## config.mk

```make
export PLATFORM = sky130hd
export DESIGN_NAME = seq_det_prog
export DESIGN_NICKNAME = d
export VERILOG_FILES = /design/src/rtl/seq_det_pkg.sv /design/src/rtl/seq_det_sat_cnt.sv /design/src/rtl/seq_det_prog.sv
export SDC_FILE = /design/constraint.sdc
export NUM_CORES = 1
export LEC_CHECK = 0
export CORE_MARGIN = 2
export CORE_UTILIZATION = 54
export DETAILED_ROUTE_END_ITERATION = 12
export PLACE_DENSITY = 0.8
export SYNTH_ARGS = -nofsm -noshare
export SYNTH_HDL_FRONTEND = slang
export SYNTH_SLANG_ARGS = --single-unit
```

## constraint.sdc

```tcl
create_clock -name clk -period 2.9 [get_ports clk]
set_input_delay 0.29 -clock clk [delete_from_list [all_inputs] [get_ports clk]]
set_output_delay 0.29 -clock clk [all_outputs]
set_load 0.05 [all_outputs]
```

## src/rtl/seq_det_pkg.sv

```systemverilog
// seq_det_pkg: shared types and constants for the programmable serial pattern detector.
//   SEQ_MAX_LEN  default maximum pattern length
//   len_t        pattern length type (LW bits) at the default maximum length
//   SEQ_DEF_PAT  pattern loaded at reset, LSB = newest bit (0111110 for length 7)
//   SEQ_DEF_LEN  pattern length loaded at reset
//   phase_e      detector phase: still filling history, or armed
//   len_mask()   returns a mask with the low 'len' bits set (up to 32 bits)
package seq_det_pkg;

  localparam int unsigned SEQ_MAX_LEN = 8;
  localparam int unsigned SEQ_LW      = $clog2(SEQ_MAX_LEN + 1);

  typedef logic [SEQ_LW-1:0] len_t;

  localparam logic [SEQ_MAX_LEN-1:0] SEQ_DEF_PAT = 8'h3E;
  localparam int unsigned            SEQ_DEF_LEN = 7;

  typedef enum logic {
    PhFill,
    PhArmed
  } phase_e;

  // Wide result so any MAX_LEN up to 32 can take its low slice by a cast.
  function automatic logic [31:0] len_mask(input int unsigned len);
    logic [31:0] m;
    m = '0;
    for (int unsigned i = 0; i < 32; i++) begin
      if (i < len) m[i] = 1'b1;
    end
    return m;
  endfunction

endpackage

```

## src/rtl/seq_det_sat_cnt.sv

```systemverilog
// seq_det_sat_cnt: saturating up-counter with synchronous clear.
//   clk    clock, rising edge
//   rst    asynchronous active-high reset, clears the count
//   inc_i  add one (held at all-ones once reached)
//   clr_i  synchronous clear; clear together with inc yields 1
//   cnt_o  current count
module seq_det_sat_cnt
  import seq_det_pkg::*;
#(
  parameter int unsigned CNT_W = 8
) (
  input  logic             clk,
  input  logic             rst,
  input  logic             inc_i,
  input  logic             clr_i,
  output logic [CNT_W-1:0] cnt_o
);

  logic [CNT_W-1:0] cnt_q, cnt_d;

  always_comb begin
    cnt_d = cnt_q;
    if (clr_i) begin
      cnt_d = inc_i ? CNT_W'(1) : '0;
    end else if (inc_i && (cnt_q != '1)) begin
      cnt_d = cnt_q + CNT_W'(1);
    end
  end

  always_ff @(posedge clk or posedge rst) begin
    if (rst) begin
      cnt_q <= '0;
    end else begin
      cnt_q <= cnt_d;
    end
  end

  assign cnt_o = cnt_q;

endmodule

```

## src/rtl/seq_det_prog.sv

```systemverilog
// seq_det_prog: run-time programmable serial pattern detector.
// Shifts in one bit per qualified cycle and compares the newest LEN bits with a loaded
// pattern (pattern bit LEN-1 is the oldest bit, bit 0 the newest). A hit gives a registered
// one-cycle match pulse and bumps a saturating match counter. Overlapping or
// non-overlapping detection is selected by overlap_i.
// Optional feature: define SEQ_DET_MASK_EN to add cfg_mask_i (1 = don't-care bit).
// Ports:
//   clk          clock, rising edge
//   rst          asynchronous active-high reset
//   bit_vld_i    ser_in_i is valid this cycle
//   ser_in_i     serial data bit
//   overlap_i    1 = overlapping detection, 0 = history discarded after a match
//   cfg_we_i     load cfg_pat_i/cfg_len_i (and cfg_mask_i) this cycle
//   cfg_pat_i    new pattern
//   cfg_len_i    new length, valid range 1..MAX_LEN
//   cfg_mask_i   new don't-care mask (SEQ_DET_MASK_EN only)
//   cnt_clr_i    synchronous clear of match_cnt_o
//   match_o      one-cycle pulse the cycle after the completing bit
//   armed_o      history holds at least LEN valid bits
//   cfg_err_o    one-cycle pulse after a rejected configuration write
//   match_cnt_o  saturating match count
module seq_det_prog
  import seq_det_pkg::*;
#(
  parameter int unsigned        MAX_LEN = SEQ_MAX_LEN,
  parameter logic [MAX_LEN-1:0] DEF_PAT = MAX_LEN'(SEQ_DEF_PAT),
  parameter int unsigned        DEF_LEN = SEQ_DEF_LEN,
  parameter int unsigned        CNT_W   = 8,
  localparam int unsigned       LW      = $clog2(MAX_LEN + 1)
) (
  input  logic               clk,
  input  logic               rst,
  input  logic               bit_vld_i,
  input  logic               ser_in_i,
  input  logic               overlap_i,
  input  logic               cfg_we_i,
  input  logic [MAX_LEN-1:0] cfg_pat_i,
  input  logic [LW-1:0]      cfg_len_i,
`ifdef SEQ_DET_MASK_EN
  input  logic [MAX_LEN-1:0] cfg_mask_i,
`endif
  input  logic               cnt_clr_i,
  output logic               match_o,
  output logic               armed_o,
  output logic               cfg_err_o,
  output logic [CNT_W-1:0]   match_cnt_o
);

  // Configuration and history state. Only MAX_LEN-1 history bits are stored: the newest
  // bit comes straight from ser_in_i when the compare is made.
  logic [MAX_LEN-1:0] pat_q, pat_d;
  logic [LW-1:0]      len_q, len_d;
  logic [MAX_LEN-2:0] hist_q, hist_d;
  logic [LW-1:0]      fill_q, fill_d;
  phase_e             phase_q, phase_d;
  logic               match_q, cfg_err_q;
  logic [MAX_LEN-1:0] mask_q;
`ifdef SEQ_DET_MASK_EN
  logic [MAX_LEN-1:0] mask_d;
`else
  assign mask_q = '0;
`endif

  logic               cfg_ok;
  logic               bit_cyc;
  logic [MAX_LEN-1:0] hist_n;
  logic [LW-1:0]      fill_n;
  logic [MAX_LEN-1:0] lmask;
  logic [MAX_LEN-1:0] diff;
  logic               hit;

  assign cfg_ok  = cfg_we_i && (cfg_len_i != '0) && (32'(cfg_len_i) <= MAX_LEN);
  // A valid configuration write swallows any bit presented in the same cycle.
  assign bit_cyc = bit_vld_i && !cfg_ok;

  assign hist_n = {hist_q, ser_in_i};
  assign fill_n = (fill_q == len_q) ? len_q : fill_q + LW'(1);

  // Bits above len and masked bits never take part in the compare.
  assign lmask = MAX_LEN'(len_mask(32'(len_q)));
  assign diff  = (hist_n ^ pat_q) & ~mask_q & lmask;
  assign hit   = bit_cyc && (fill_n == len_q) && (diff == '0);

  always_comb begin
    pat_d  = pat_q;
    len_d  = len_q;
    hist_d = hist_q;
    fill_d = fill_q;
`ifdef SEQ_DET_MASK_EN
    mask_d = mask_q;
`endif
    if (cfg_ok) begin
      pat_d  = cfg_pat_i;
      len_d  = cfg_len_i;
      hist_d = '0;
      fill_d = '0;
`ifdef SEQ_DET_MASK_EN
      mask_d = cfg_mask_i;
`endif
    end else if (bit_vld_i) begin
      hist_d = hist_n[MAX_LEN-2:0];
      // Non-overlapping mode restarts the fill so the next match needs len fresh bits.
      fill_d = (hit && !overlap_i) ? '0 : fill_n;
    end
    phase_d = (fill_d == len_d) ? PhArmed : PhFill;
  end

  always_ff @(posedge clk or posedge rst) begin
    if (rst) begin
      pat_q     <= DEF_PAT;
      len_q     <= LW'(DEF_LEN);
      hist_q    <= '0;
      fill_q    <= '0;
      phase_q   <= PhFill;
      match_q   <= 1'b0;
      cfg_err_q <= 1'b0;
`ifdef SEQ_DET_MASK_EN
      mask_q    <= '0;
`endif
    end else begin
      pat_q     <= pat_d;
      len_q     <= len_d;
      hist_q    <= hist_d;
      fill_q    <= fill_d;
      phase_q   <= phase_d;
      match_q   <= hit;
      cfg_err_q <= cfg_we_i && !cfg_ok;
`ifdef SEQ_DET_MASK_EN
      mask_q    <= mask_d;
`endif
    end
  end

  seq_det_sat_cnt #(
    .CNT_W (CNT_W)
  ) u_cnt (
    .clk   (clk),
    .rst   (rst),
    .inc_i (hit),
    .clr_i (cnt_clr_i),
    .cnt_o (match_cnt_o)
  );

  assign match_o   = match_q;
  assign armed_o   = (phase_q == PhArmed);
  assign cfg_err_o = cfg_err_q;

endmodule

```

[Yosys cells after proc, flatten, opt, wreduce, memory -nomap -nowiden]
Index checks and enable logic that the tools add are counted.
Storage, ports and cells
  input port bits: 19
  register bits after elaboration: 34
  word-level logic and storage cells: 58
Operators by class
  reduce and logical (&&, ||, !) cells: 14
  magnitude comparators: 9
  muxes and demuxes: 19
  equality and inequality tests: 4
  add/subtract/negate cells: 2
  bitwise operators: 2
Operators by type and width (count)
  2-to-1 mux 4 bit: 5
  < comparator 3 x 4 -> 1 bit (first input constant): 4
  2-to-1 mux 8 bit: 2
  2-to-1 mux 7 bit: 2
  equality test 4 bit: 3
  2-to-1 mux 1 bit: 10
  adder 8 x 1 -> 8 bit (second input constant): 1
  AND 8 bit: 1
  logical AND 1 bit: 8
  logical NOT 8 bit: 1
  < comparator 1 x 4 -> 1 bit (first input constant): 2
  < comparator 2 x 4 -> 1 bit (first input constant): 2
  inequality test 8 bit (second input constant): 1
  bitwise XOR 8 bit: 1
  adder 4 x 1 -> 4 bit (second input constant): 1
  <= comparator 4 bit (second input constant): 1
  nonzero test 2 bit: 2
  nonzero test 4 bit: 1
  logical NOT 1 bit: 2

[Depth between registers and ports, before layout]
Gate-level depths: netlist of run 1.
  depth after elaboration: 13
  gate-level depth with buffers: 10
  depth with buffers taken out: 8

[Modules after synthesis]
Synthesis of run 1 repeated with hierarchy kept, for this count alone.
Unflattened totals
  cells, all modules: 214
  area, all modules: 1996.9 sq um
Modules (own cells, without submodules)
  seq_det_prog: cells an instance 167, instances 1, seq. area each 660.6 sq um, area each 1546.5 sq um
  seq_det_sat_cnt: cells an instance 47, instances 1, seq. area each 200.2 sq um, area each 450.4 sq um

[Worst setup path before layout of run 1]
No wires, ideal clock.
  path type: reg-to-reg
  start: reg len_q[1]
  end: reg u_cnt.cnt_q[7], in the netlist u_cnt.cnt_o[7]
  cell stages (with the launch flop): 11
  slack: 0.297 ns
  buffers on the path: 3
  arrival time: 2.479 ns
  clock period less this slack: 2.603 ns
  required time: 2.775 ns
  cells stage by stage: dfstp_2 > clkbuf_1 > xor2_1 > or4_1 > buf_6 > o31ai_1 > and4bb_2 > buf_4 > nand4_2 > nor3_1 > mux2_2
Between the ends
  word-level cells in the longest chain between the ends: 7
RTL lines
  start, declared: line seq_det_prog.sv:52  | logic [LW-1:0] len_q, len_d;
  start signal, assigned: line seq_det_prog.sv:111  | len_q <= LW'(DEF_LEN);
  start signal, assigned: line seq_det_prog.sv:122  | len_q <= len_d;
  < comparator 1 x 4 -> 1 bit, or another cell as far along: line seq_det_pkg.sv:28  | if (i < len) m[i] = 1'b1;
  2-to-1 mux 1 bit / 2-to-1 mux 4 bit (equally long branches): line seq_det_pkg.sv:28, seq_det_prog.sv:77
  AND 8 bit / equality test 4 bit (equally long branches): line seq_det_prog.sv:81, seq_det_prog.sv:82
  logical NOT 8 bit / logical AND 1 bit (equally long branches): line seq_det_prog.sv:82  | assign hit = bit_cyc && (fill_n == len_q) && (diff == '0);
  logical AND 1 bit *: line seq_det_prog.sv:82
  net hit: line seq_det_prog.sv:70  | logic hit;
  logical AND 1 bit *: line seq_det_sat_cnt.sv:25  | end else if (inc_i && (cnt_q != '1)) begin
  nonzero test 2 bit (no source line) *
  end signal, assigned: line seq_det_sat_cnt.sv:34  | cnt_q <= cnt_d;
  end, declared: line seq_det_sat_cnt.sv:19  | logic [CNT_W-1:0] cnt_q, cnt_d;
Mark *: on every way through the listed nets, which the timed path passes. The rest lies on a longest branch.
A chain may end at the register's enable or synchronous reset.

[Worst setup path in the final report of run 1]
  start: reg len_q[0]
  end: reg u_cnt.cnt_q[7], in the netlist u_cnt.cnt_o[7]
Between the ends
  word-level cells in the longest chain between the ends: 7
RTL lines (line)
  < comparator 1 x 4 -> 1 bit, or another cell as far along: seq_det_pkg.sv:28
  2-to-1 mux 1 bit / 2-to-1 mux 4 bit (equally long branches): seq_det_pkg.sv:28, seq_det_prog.sv:77
  AND 8 bit / equality test 4 bit (equally long branches): seq_det_prog.sv:81, seq_det_prog.sv:82
  logical NOT 8 bit / logical AND 1 bit (equally long branches): seq_det_prog.sv:82
  logical AND 1 bit *: seq_det_prog.sv:82
  logical AND 1 bit *: seq_det_sat_cnt.sv:25
  nonzero test 2 bit (no source line) *
Mark *: on every way between the ends. The rest lies on a longest branch, timed or not.

==> impl_metrics.json, run 1 <==
{
  "dp_slack_ns": 0.1350,
  "tns_ns": 0,
  "clock-sinks": 34,
  "crit_arrival_ns": 2.81,
  "hold_viol_final": 0,
  "synth_cell_types": 46,
  "clk_latency_ns": 0.28,
  "grt_max_degree": 35,
  "cts_tree": "built",
  "clock_skew_ns": 0.006384,
  "drt_iter0_markers": 105,
  "nets": 276,
  "synthAdderAreaFrac_pct": 1.248,
  "grt_overflow": 0,
  "clk_path_buf_depth": 2,
  "slew_violations": 0,
  "grt_usage_pct": 24.41,
  "internal-power_uw": 953.0,
  "grt_pass1_wl_microns": 7797,
  "chipWidth_microns": 64.95,
  "fin_crit_sh_pct": 91.51,
  "num-fill-cells": 282,
  "synthMuxAreaShare_pct": 6.737,
  "combinationalPowerShare_pct": 32.5,
  "synth_fp_nets": 242,
  "cellLeakagePower_uw": 0.001081,
  "initial_core_util_pct": 55.62,
  "ir_worst_vdd_uv": 405.8,
  "ys.flop_type": "dfrtp_1",
  "rsz0062_at_grt": "false",
  "drt_pass1_iterations": 4,
  "synth_compound_area_share_pct": 10.85,
  "p_sw_share_pct": 33.73,
  "drt-total-wl_microns": 4374,
  "crit_path_end_kind": "register",
  "slew_headroom_pct": 66.41,
  "synth_seq_cells": 34,
  "setup_viol": 0,
  "synth-simple-area-share_pct": 24.70,
  "max_cap_viol_count": 0,
  "gp_congestion": 0.9296,
  "pwr-share-clk_pct": 24.5,
  "syn_inst": 221,
  "hold_ws_ns": 0.3923,
  "synthXorXnorAreaFrac_pct": 9.170,
  "row_count": 22,
  "path_class": "reg -> reg",
  "die_area_sq_um": 4218,
  "dpl.hpwl_microns": 3260,
  "switchingPower_uw": 485.1,
  "layout-drive-gt1-share_pct": 12.50,
  "grt_pass1_vias": 1692,
  "hold_path.class": "in -> async",
  "fp.dieH_microns": 64.95,
  "cts-htree-levels": 2,
  "setup_ws_ns": 0.2463,
  "netlist_area_sq_um": 2006,
  "pwr-share-seq_pct": 43.0,
  "synth_edf_count": 0,
  "core_sq_um": 3606,
  "cts-buffers-inserted": 5,
  "cts_setup_buffers": 0,
  "async_reset_ff_share_pct": 100.0,
  "diodes": 0,
  "status": "complete, no violations",
  "max_freq_mhz": 376.8,
  "fin_area_sq_um": 2454,
  "tightest_slew_ns": 0.5022,
  "seq_area_frac_synth_pct": 42.92,
  "synth_top_family_by_area": "simple AND/OR/NAND/NOR gates",
  "required_ns": 3.06,
  "p_per_area_nw_per_um2": 586.1,
  "post_drt_wl_per_cell_microns": 14.39,
  "critPathLaunchType": "register",
  "root_buffer": "clkbuf_8",
  "syn_to_final_growth_pct": 22.33,
  "via_count": 1713,
  "ios": 30,
  "ctsHoldBuffers": 0,
  "yosysWarnings": 0,
  "viasPerCell": 5.635,
  "fin_crit_ns": 2.654,
  "drcViolationCount": 0,
  "antenna_left": 0,
  "portBuffers": 29,
  "antenna_found_initial": 0,
  "avgSynthCellArea_sq_um": 9.075,
  "critPathMaxFanout": 8,
  "dpl_cell_area_sq_um": 2359,
  "clk_pin_slew_worst_paths_ns": 0.07
}
## flip-flops by register name, summed over array words and instances, names as in the netlist
| register | flops |
|---|---|
| cfg_err_o | 1 |
| match_o | 1 |
| len_q | 4 |
| armed_o | 1 |
| hist_q | 7 |
| pat_q | 8 |
| fill_q | 4 |
| u_cnt.cnt_o | 8 |
## cells in the final DEF (no fill, tap or decap), types with 2 or more instances in the layout
cell type	count
and3_1	2
xnor2_1	11
ha_1	2
clkbuf_8	6
buf_4	8
or4_1	2
nand3_1	10
a22oi_1	2
nor2_1	24
nor2b_1	2
nor4_1	2
nand2_1	37
and2_1	3
and4bb_2	2
dfrtp_1	26
clkdlybuf4s50_1	29
xor2_1	10
mux2i_1	9
dfstp_2	8
mux2_2	2
nand4_1	2
o31ai_1	3
inv_1	7
o22ai_1	4
a21oi_1	7
nor3_1	6
nand3b_1	5
o21ai_0	6
## metrics by stage
step,instances,utilization [%],power (uW)
after floorplan,221,-,964.2
after global placement,296,65.41,1069
after detailed placement,296,65.41,1084
after CTS,304,67.94,1436
after global routing,304,68.04,1542
final,304,68.04,1438
## logic make-up (layout without fill, tap and decap cells)
| group | count (synthesis) | count (layout) |
|---|---|---|
| DFF | 34 | 34 |
| buffers and inverters | 18 | 53 |
| and+or+nand+nor | 102 | 102 |
| xor gates and xnor gates | 21 | 21 |
| adders and majority gates | 2 | 2 |
| AOI/OAI and AO/OA | 32 | 32 |
| muxes | 12 | 12 |
## path summary, 6_finish.rpt
| kind | endpoint | depth (start not counted) | slack [ns] | start |
|---|---|---|---|---|
| setup / recovery | u_cnt.cnt_o[7] | 7 | 0.25 | len_q[0] |
| min in group clk | pat_q[2] | 2 | 0.47 | pat_q[2] |
| hold / removal | armed_o | 3 | 0.39 | rst |
| setup reg to reg | u_cnt.cnt_o[7] | 7 | 0.25 | len_q[0] |
| hold reg to reg | pat_q[2] | 2 | 0.47 | pat_q[2] |
| max in group asynchronous | pat_q[5] | 3 | 2.16 | rst |
## metal layers
metal | part of all wire (%) | vias up | global-route usage [%]
met2 | 49 | 46 | 39.95
li1 | - | 837 | -
met3 | 4.6 | 12 | 6.076
met1 | 43 | 818 | 30.44
met5 | 0 | - | 0
met4 | 2.8 | 0 | 10.90
## power groups by stage
stage | Clock [uW] | Sequential, uW | Combinational, uW
after floorplan | 0 | 629 | 335
after global placement | 0 | 620 | 449
after detailed placement | 0 | 626 | 458
after CTS | 359 | 617 | 461
after global routing | 388 | 627 | 528
final | 353 | 618 | 468
## Yosys cell counts, types with 2 or more instances
library cell  count  area (sq um)
and2_1            3         18.77
xnor2_1          11         96.34
a21oi_1           7         35.03
nand3b_1          5         37.54
nand3_1          10         50.05
and4bb_2          2         25.02
nand4_1           2         12.51
xor2_1           10         87.58
buf_6             2         22.52
dfstp_2           8         210.2
ha_1              2         25.02
clkbuf_1          4         15.01
nor2b_1           2         12.51
nor2_1           24         90.09
and3_1            2         12.51
o22ai_1           4         25.02
mux2i_1           9         90.09
a22oi_1           2         15.01
inv_1             7         26.28
buf_1             2         7.510
o31ai_1           3         22.52
or4_1             3         22.52
dfrtp_1          26         650.6
mux2_2            2         22.52
o21ai_0           6         30.03
nor4_1            2         12.51
nor3_1            6         30.03
nand2_1          37         138.9
## repair_timing
item | in CTS | in global routing
setup endpoints to repair | 0 | 2
hold endpoints to repair | 0 | 0
resized for setup | 0 | 1
## cell type report
cell class	instances	area [sq um]	share of cell area (%)
timing repair buffer	37	350.3	14.28
multi-input combinational	169	1061	43.24
clock buffer	7	86.33	3.519
tap	48	60.06	2.448
sequential	34	860.8	35.08
clock inverter	1	5.005	0.2040
inverter	8	30.03	1.224
## critical path, stage by stage, from the launching register on
cell      delay (ns)
dfstp_2         0.60
xor2_1          0.10
or4_4           0.62
o31ai_1         0.13
and4bb_2        0.37
nand4_2         0.16
nor3_1          0.18
mux2_2          0.36
No activity file was read; power rests on OpenSTA's default activity.
==> run 2: changes to the inputs <==
--- a/config.mk
+++ b/config.mk
@@ -6,9 +6,12 @@
 export NUM_CORES = 1
 export LEC_CHECK = 0
 export CORE_MARGIN = 2
-export CORE_UTILIZATION = 54
+export CORE_UTILIZATION = 62
 export DETAILED_ROUTE_END_ITERATION = 12
-export PLACE_DENSITY = 0.8
+export DONT_BUFFER_PORTS = 1
+export PLACE_DENSITY = 0.78
+export RECOVER_POWER = 100
+export SKIP_LAST_GASP = 1
 export SYNTH_ARGS = -nofsm -noshare
 export SYNTH_HDL_FRONTEND = slang
 export SYNTH_SLANG_ARGS = --single-unit
==> run 2 against run 1 <==
  * Total power decreased by 8.8%
  * Clock power fell by 20%
  * Core utilization rose by 1.5 points
  * Design area shrank 13%
  * Sequential share of layout area increased by 5.5 points
  * Critical endpoint unchanged
  * Largest cell class unchanged
==> impl_metrics.json, run 2 (synthesized netlist as in run 1, its figures left out) <==
{
  "status": "complete, no violations",
  "via_count": 1662,
  "top_layer_used": "met4",
  "portBuffers": 0,
  "clock-sinks": 34,
  "p_sw_share_pct": 36.19,
  "drcViolationCount": 0,
  "fin_crit_ns": 2.682,
  "drt_iter0_markers": 113,
  "internal-power_uw": 837.2,
  "crit_chain": "xor2_1, or4_4, o31ai_1, and4bb_2, nand4_2, nor3_1, mux2_2",
  "grt_pass1_vias": 1613,
  "antenna_found_initial": 0,
  "grt_overflow": 0,
  "clk_pin_slew_worst_paths_ns": 0.10,
  "required_ns": 3.13,
  "r2r_setup_slack_ns": 0.22,
  "max_freq_mhz": 372.9,
  "holdPathEnd": "pat_q[3]",
  "tightest_slew_ns": 0.8724,
  "switchingPower_uw": 474.8,
  "grt_max_degree": 21,
  "final_common_cell": "nand2_1",
  "critPathLaunchType": "register",
  "layout-drive-gt1-share_pct": 10.09,
  "initial_core_util_pct": 65.70,
  "critPathMaxFanout": 9,
  "rsz0062_at_grt": "false",
  "tns_ns": 0,
  "slew_headroom_pct": 41.84,
  "grt_usage_pct": 27.83,
  "cts-buffers-inserted": 5,
  "core_sq_um": 3053,
  "num-fill-cells": 252,
  "diodes": 0,
  "clk_latency_ns": 0.34,
  "cts-htree-levels": 2,
  "rr_worst_depth": 7,
  "grt_pass1_wl_microns": 7417,
  "fp.dieH_microns": 60.88,
  "combinationalPowerShare_pct": 29.0,
  "pwr-share-seq_pct": 49.5,
  "cts_tree": "built",
  "gp_congestion": 0.9690,
  "cellLeakagePower_uw": 0.0009449,
  "critPathMaxStageDelay_ns": 0.71,
  "ios": 30,
  "critical_path_buf_inv_count": 0,
  "viasPerCell": 6.110,
  "hold_path.class": "in -> reg",
  "row_count": 20,
  "met3_length_microns": 292,
  "path_class": "reg -> reg",
  "ir_worst_vdd_uv": 384.8,
  "syn_to_final_growth_pct": 5.864,
  "hold_start": "cfg_pat_i[3]",
  "setup_viol": 0,
  "clock_skew_ns": 0.009954,
  "drt_pass1_iterations": 4,
  "critPathTopFamily": "simple AND/OR/NAND/NOR gates",
  "r2r_end": "u_cnt.cnt_o[7]",
  "hold_ws_ns": 0.01998,
  "min_path_cells": 2,
  "max_cap_viol_count": 0,
  "r2r-start": "len_q[1]",
  "chipWidth_microns": 60.88,
  "dpl.hpwl_microns": 3199,
  "final_cell_mix": "37 x nand2_1, 26 x dfrtp_1, 24 x nor2_1",
  "post_drt_wl_per_cell_microns": 16.30,
  "root_buffer": "clkbuf_4",
  "drt-total-wl_microns": 4434,
  "pwr-share-clk_pct": 21.5,
  "p_per_area_nw_per_um2": 617.9,
  "cp_slowest_cell": "dfstp_1",
  "antenna_left": 0,
  "clk_path_buf_depth": 2,
  "crit_path_end_kind": "register",
  "die_area_sq_um": 3706,
  "m1WireLength_microns": 1765,
  "nets": 248,
  "fin_crit_sh_pct": 92.47,
  "critical_path_depth": 7,
  "crit_arrival_ns": 2.91,
  "slew_violations": 0,
  "hold_viol_final": 0,
  "route.met2.wl_microns": 2193
}
==> run 2: changes by cell type in the layout (fill, tap and decap cells not counted), sizes merged <==
cell	change
dlygate4sd3	+3
clkdlybuf4s50	-29
buf	-7
clkbuf	+5
==> run 2: per-layer routing <==
| metal | GRT usage (%) | up-vias |
|---|---|---|
| li1 | - | 780 |
| met1 | 34.30 | 796 |
| met4 | 14.60 | 0 |
| met3 | 6.610 | 21 |
| met5 | 0 | - |
| met2 | 45.47 | 65 |
==> run 2: how the worst max path moves through the flow <==
stage	startpoint	end	slack (ns)
final	len_q[1]	u_cnt.cnt_o[7]	0.22
after global placement	len_q[0]	u_cnt.cnt_o[7]	0.23
after CTS	len_q[0]	u_cnt.cnt_o[7]	0.08
after detailed placement	len_q[0]	u_cnt.cnt_o[7]	0.11
after floorplan	len_q[1]	u_cnt.cnt_o[7]	0.30
after global routing	len_q[0]	armed_o	0.05
==> run 2: what timing repair did <==
| action | 4_1_cts | 5_1_grt |
|---|---|---|
| endpoints found under the setup margin | 0 | 3 |
| hold buffers | 2 | 1 |
| resized for setup | 0 | 1 |
| endpoints found under the hold margin | 10 | 3 |
| setup buffers | 0 | 0 |
==> run 2: cell type report <==
cell class	instances	area [sq um]	area share [%]
multi-input combinational	169	1061	49.97
sequential	34	860.8	40.54
timing repair buffer	9	56.30	2.652
clock buffer	7	55.05	2.593
tap	44	55.05	2.593
inverter	8	30.03	1.414
clock inverter	1	5.005	0.2357
==> run 2: power groups by stage <==
stage               sequential (uW)  combinational (uW)  clock (uW)
floorplan                       629                 335           0
global placement                654                 360           0
detailed placement              659                 372           0
CTS                             650                 377         286
global route                    658                 428         313
finish                          649                 380         283
==> run 2: stage by stage <==
| stage | area (sq um) | worst slack (ns) | total power (uW) | std cells | utilization (%) |
|---|---|---|---|---|---|
| 2_1_floorplan | 2006 | 0.2966 | 964.2 | 221 | - |
| 3_5_place_dp | 2048 | 0.1090 | 1031 | 261 | 67.09 |
| 5_1_grt | 2123 | 0.04707 | 1400 | 272 | 69.55 |
| 4_1_cts | 2128 | 0.08373 | 1312 | 271 | 69.71 |
| 6_report | 2123 | 0.2183 | 1312 | 272 | 69.55 |
| 3_3_place_gp | 2048 | 0.2279 | 1014 | 261 | 67.09 |
==> run 3: changes to the inputs <==
--- a/config.mk
+++ b/config.mk
@@ -6,11 +6,12 @@
 export NUM_CORES = 1
 export LEC_CHECK = 0
 export CORE_MARGIN = 2
-export CORE_UTILIZATION = 62
+export CORE_UTILIZATION = 59
 export DETAILED_ROUTE_END_ITERATION = 12
 export DONT_BUFFER_PORTS = 1
-export PLACE_DENSITY = 0.78
+export PLACE_DENSITY = 0.75
 export RECOVER_POWER = 100
+export SKIP_CTS_REPAIR_TIMING = 1
 export SKIP_LAST_GASP = 1
 export SYNTH_ARGS = -nofsm -noshare
 export SYNTH_HDL_FRONTEND = slang
==> run 3 against run 2 <==
  * The run now ends with max-capacitance violations, max-slew violations left
  * Critical path depth unchanged
  * Flip-flop and latch count unchanged
  * Register-to-register slack lost 0.02 ns
  * Combinational power about the same
  * Maximum frequency is 0.65% lower
  * Setup slack lost 0.017 ns
  * Global-route usage shrank 3.7 points
  * Die area up 4.8%
  * Clock skew shrank 0.0052 ns
  * Sequential power is essentially flat
  * First-iteration DRC count shrank 5.3%
==> impl_metrics.json, run 3 (synthesized netlist as in run 1, its figures left out) <==
{
  "drcViolationCount": 0,
  "layout-drive-gt1-share_pct": 10.57,
  "path_class": "reg -> reg",
  "grt_usage_pct": 24.15,
  "syn_to_final_growth_pct": 5.989,
  "antenna_left": 0,
  "viasPerCell": 5.886,
  "tns_ns": 0,
  "max_freq_mhz": 370.5,
  "cts-buffers-inserted": 5,
  "total_power_uw": 1320,
  "drt_pass1_iterations": 4,
  "clk_latency_ns": 0.35,
  "ir_worst_vdd_uv": 378.0,
  "dpl.hpwl_microns": 3162,
  "slew_violations": 35,
  "diodes": 0,
  "fin_crit_ns": 2.699,
  "rsz0062_at_grt": "false",
  "grt_pass1_vias": 1651,
  "die_area_sq_um": 3882,
  "initial_core_util_pct": 60.58,
  "critPathMaxStageDelay_ns": 0.75,
  "rr_worst_depth": 7,
  "drt_iter0_markers": 107,
  "violations": "max-capacitance violations, max-slew violations",
  "critPathLaunchType": "register",
  "cts_tree": "built",
  "chipWidth_microns": 62.31,
  "r2r-start": "len_q[1]",
  "fin_crit_sh_pct": 93.07,
  "regArea_sq_um": 860.8,
  "portBuffers": 0,
  "status": "finished with violations",
  "root_buffer": "clkbuf_4",
  "core_sq_um": 3311,
  "crit_path_end_kind": "register",
  "clk_path_buf_depth": 2,
  "r2r_end": "u_cnt.cnt_o[7]",
  "multi_input_area_sq_um": 1061,
  "drt-total-wl_microns": 4298,
  "row_count": 21,
  "setup_viol": 0,
  "nets": 247,
  "min_path_cells": 2,
  "cts-htree-levels": 2,
  "clk_pin_slew_worst_paths_ns": 0.11,
  "slew_headroom_pct": -18.18,
  "cp_slowest_cell": "dfstp_1",
  "fp.dieH_microns": 62.31,
  "grt_pass1_wl_microns": 7403,
  "clock_skew_ns": 0.004724,
  "crit_chain": "xor2_1, or4_4, o31ai_1, and4bb_2, nand4_2, nor3_1, mux2_2",
  "critPathMaxFanout": 9,
  "hold_viol_final": 0,
  "required_ns": 3.15,
  "via_count": 1607,
  "hold_path.class": "in -> reg",
  "holdPathEnd": "pat_q[1]",
  "crit_arrival_ns": 2.95,
  "antenna_found_initial": 0,
  "post_drt_wl_per_cell_microns": 15.74,
  "clock-sinks": 34,
  "grt_max_degree": 35,
  "p_per_area_nw_per_um2": 621.2,
  "ios": 30,
  "grt_overflow": 0,
  "setup.worst_path.start": "len_q[1]",
  "final_cell_mix": "37 x nand2_1, 26 x dfrtp_1, 24 x nor2_1",
  "cellLeakagePower_uw": 0.0009437,
  "r2r_setup_slack_ns": 0.20,
  "num-fill-cells": 324,
  "final_common_cell": "nand2_1",
  "max_cap_viol_count": 1,
  "tightest_slew_ns": 1.773,
  "hold_start": "cfg_pat_i[1]",
  "gp_congestion": 0.9405
}
-- run 3: routing by layer --
metal	GRT usage [%]	vias to the layer above	part of all wire, %
met5	0	-	0
met4	8.611	0	1.7
met3	5.978	8	5.9
met2	43.48	54	52
met1	27.89	771	40
li1	-	774	-
-- run 3: cell type report --
type / count / area share (%)
Clock buffer: 6 / 2.413
Clock inverter: 2 / 0.5886
Inverter: 8 / 1.413
Multi-Input combinational cell: 169 / 49.91
Sequential cell: 34 / 40.49
Tap cell: 46 / 2.707
Timing Repair Buffer: 8 / 2.472
-- run 3: metrics by stage --
stage | std cells | utilization [%] | hold slack (ns) | worst slack (ns) | instance area, sq um
after floorplan | 221 | - | 0.3730 | 0.2966 | 2006
after global placement | 262 | 61.72 | 0.2974 | 0.2321 | 2043
after detailed placement | 262 | 61.72 | 0.3039 | 0.1303 | 2043
after CTS | 270 | 63.64 | -0.08410 | 0.1315 | 2107
after global routing | 273 | 64.21 | 0.01183 | 0.09615 | 2126
final | 273 | 64.21 | 0.004120 | 0.2009 | 2126
-- run 3: worst max-delay path by stage --
stage,endpoint,slack [ns],cells after the start
after global placement,u_cnt.cnt_o[7],0.23,7
after detailed placement,u_cnt.cnt_o[7],0.13,7
after floorplan,u_cnt.cnt_o[7],0.30,10
after global routing,u_cnt.cnt_o[7],0.1,7
final,u_cnt.cnt_o[7],0.20,7
after CTS,u_cnt.cnt_o[7],0.13,7
-- run 3: critical path, delay by kind of cell, from the launching register on --
kind	cells	cell delay [ns]
mux	1	0.36
flops	1	0.75
simple gates	4	1.25
compound gates	1	0.13
xor+xnor	1	0.12
-- run 3: where the power goes --
part	total [uW]	internal [uW]	switching, uW
logic	380	177	203
registers	652	543	109
clock network	289	116	172
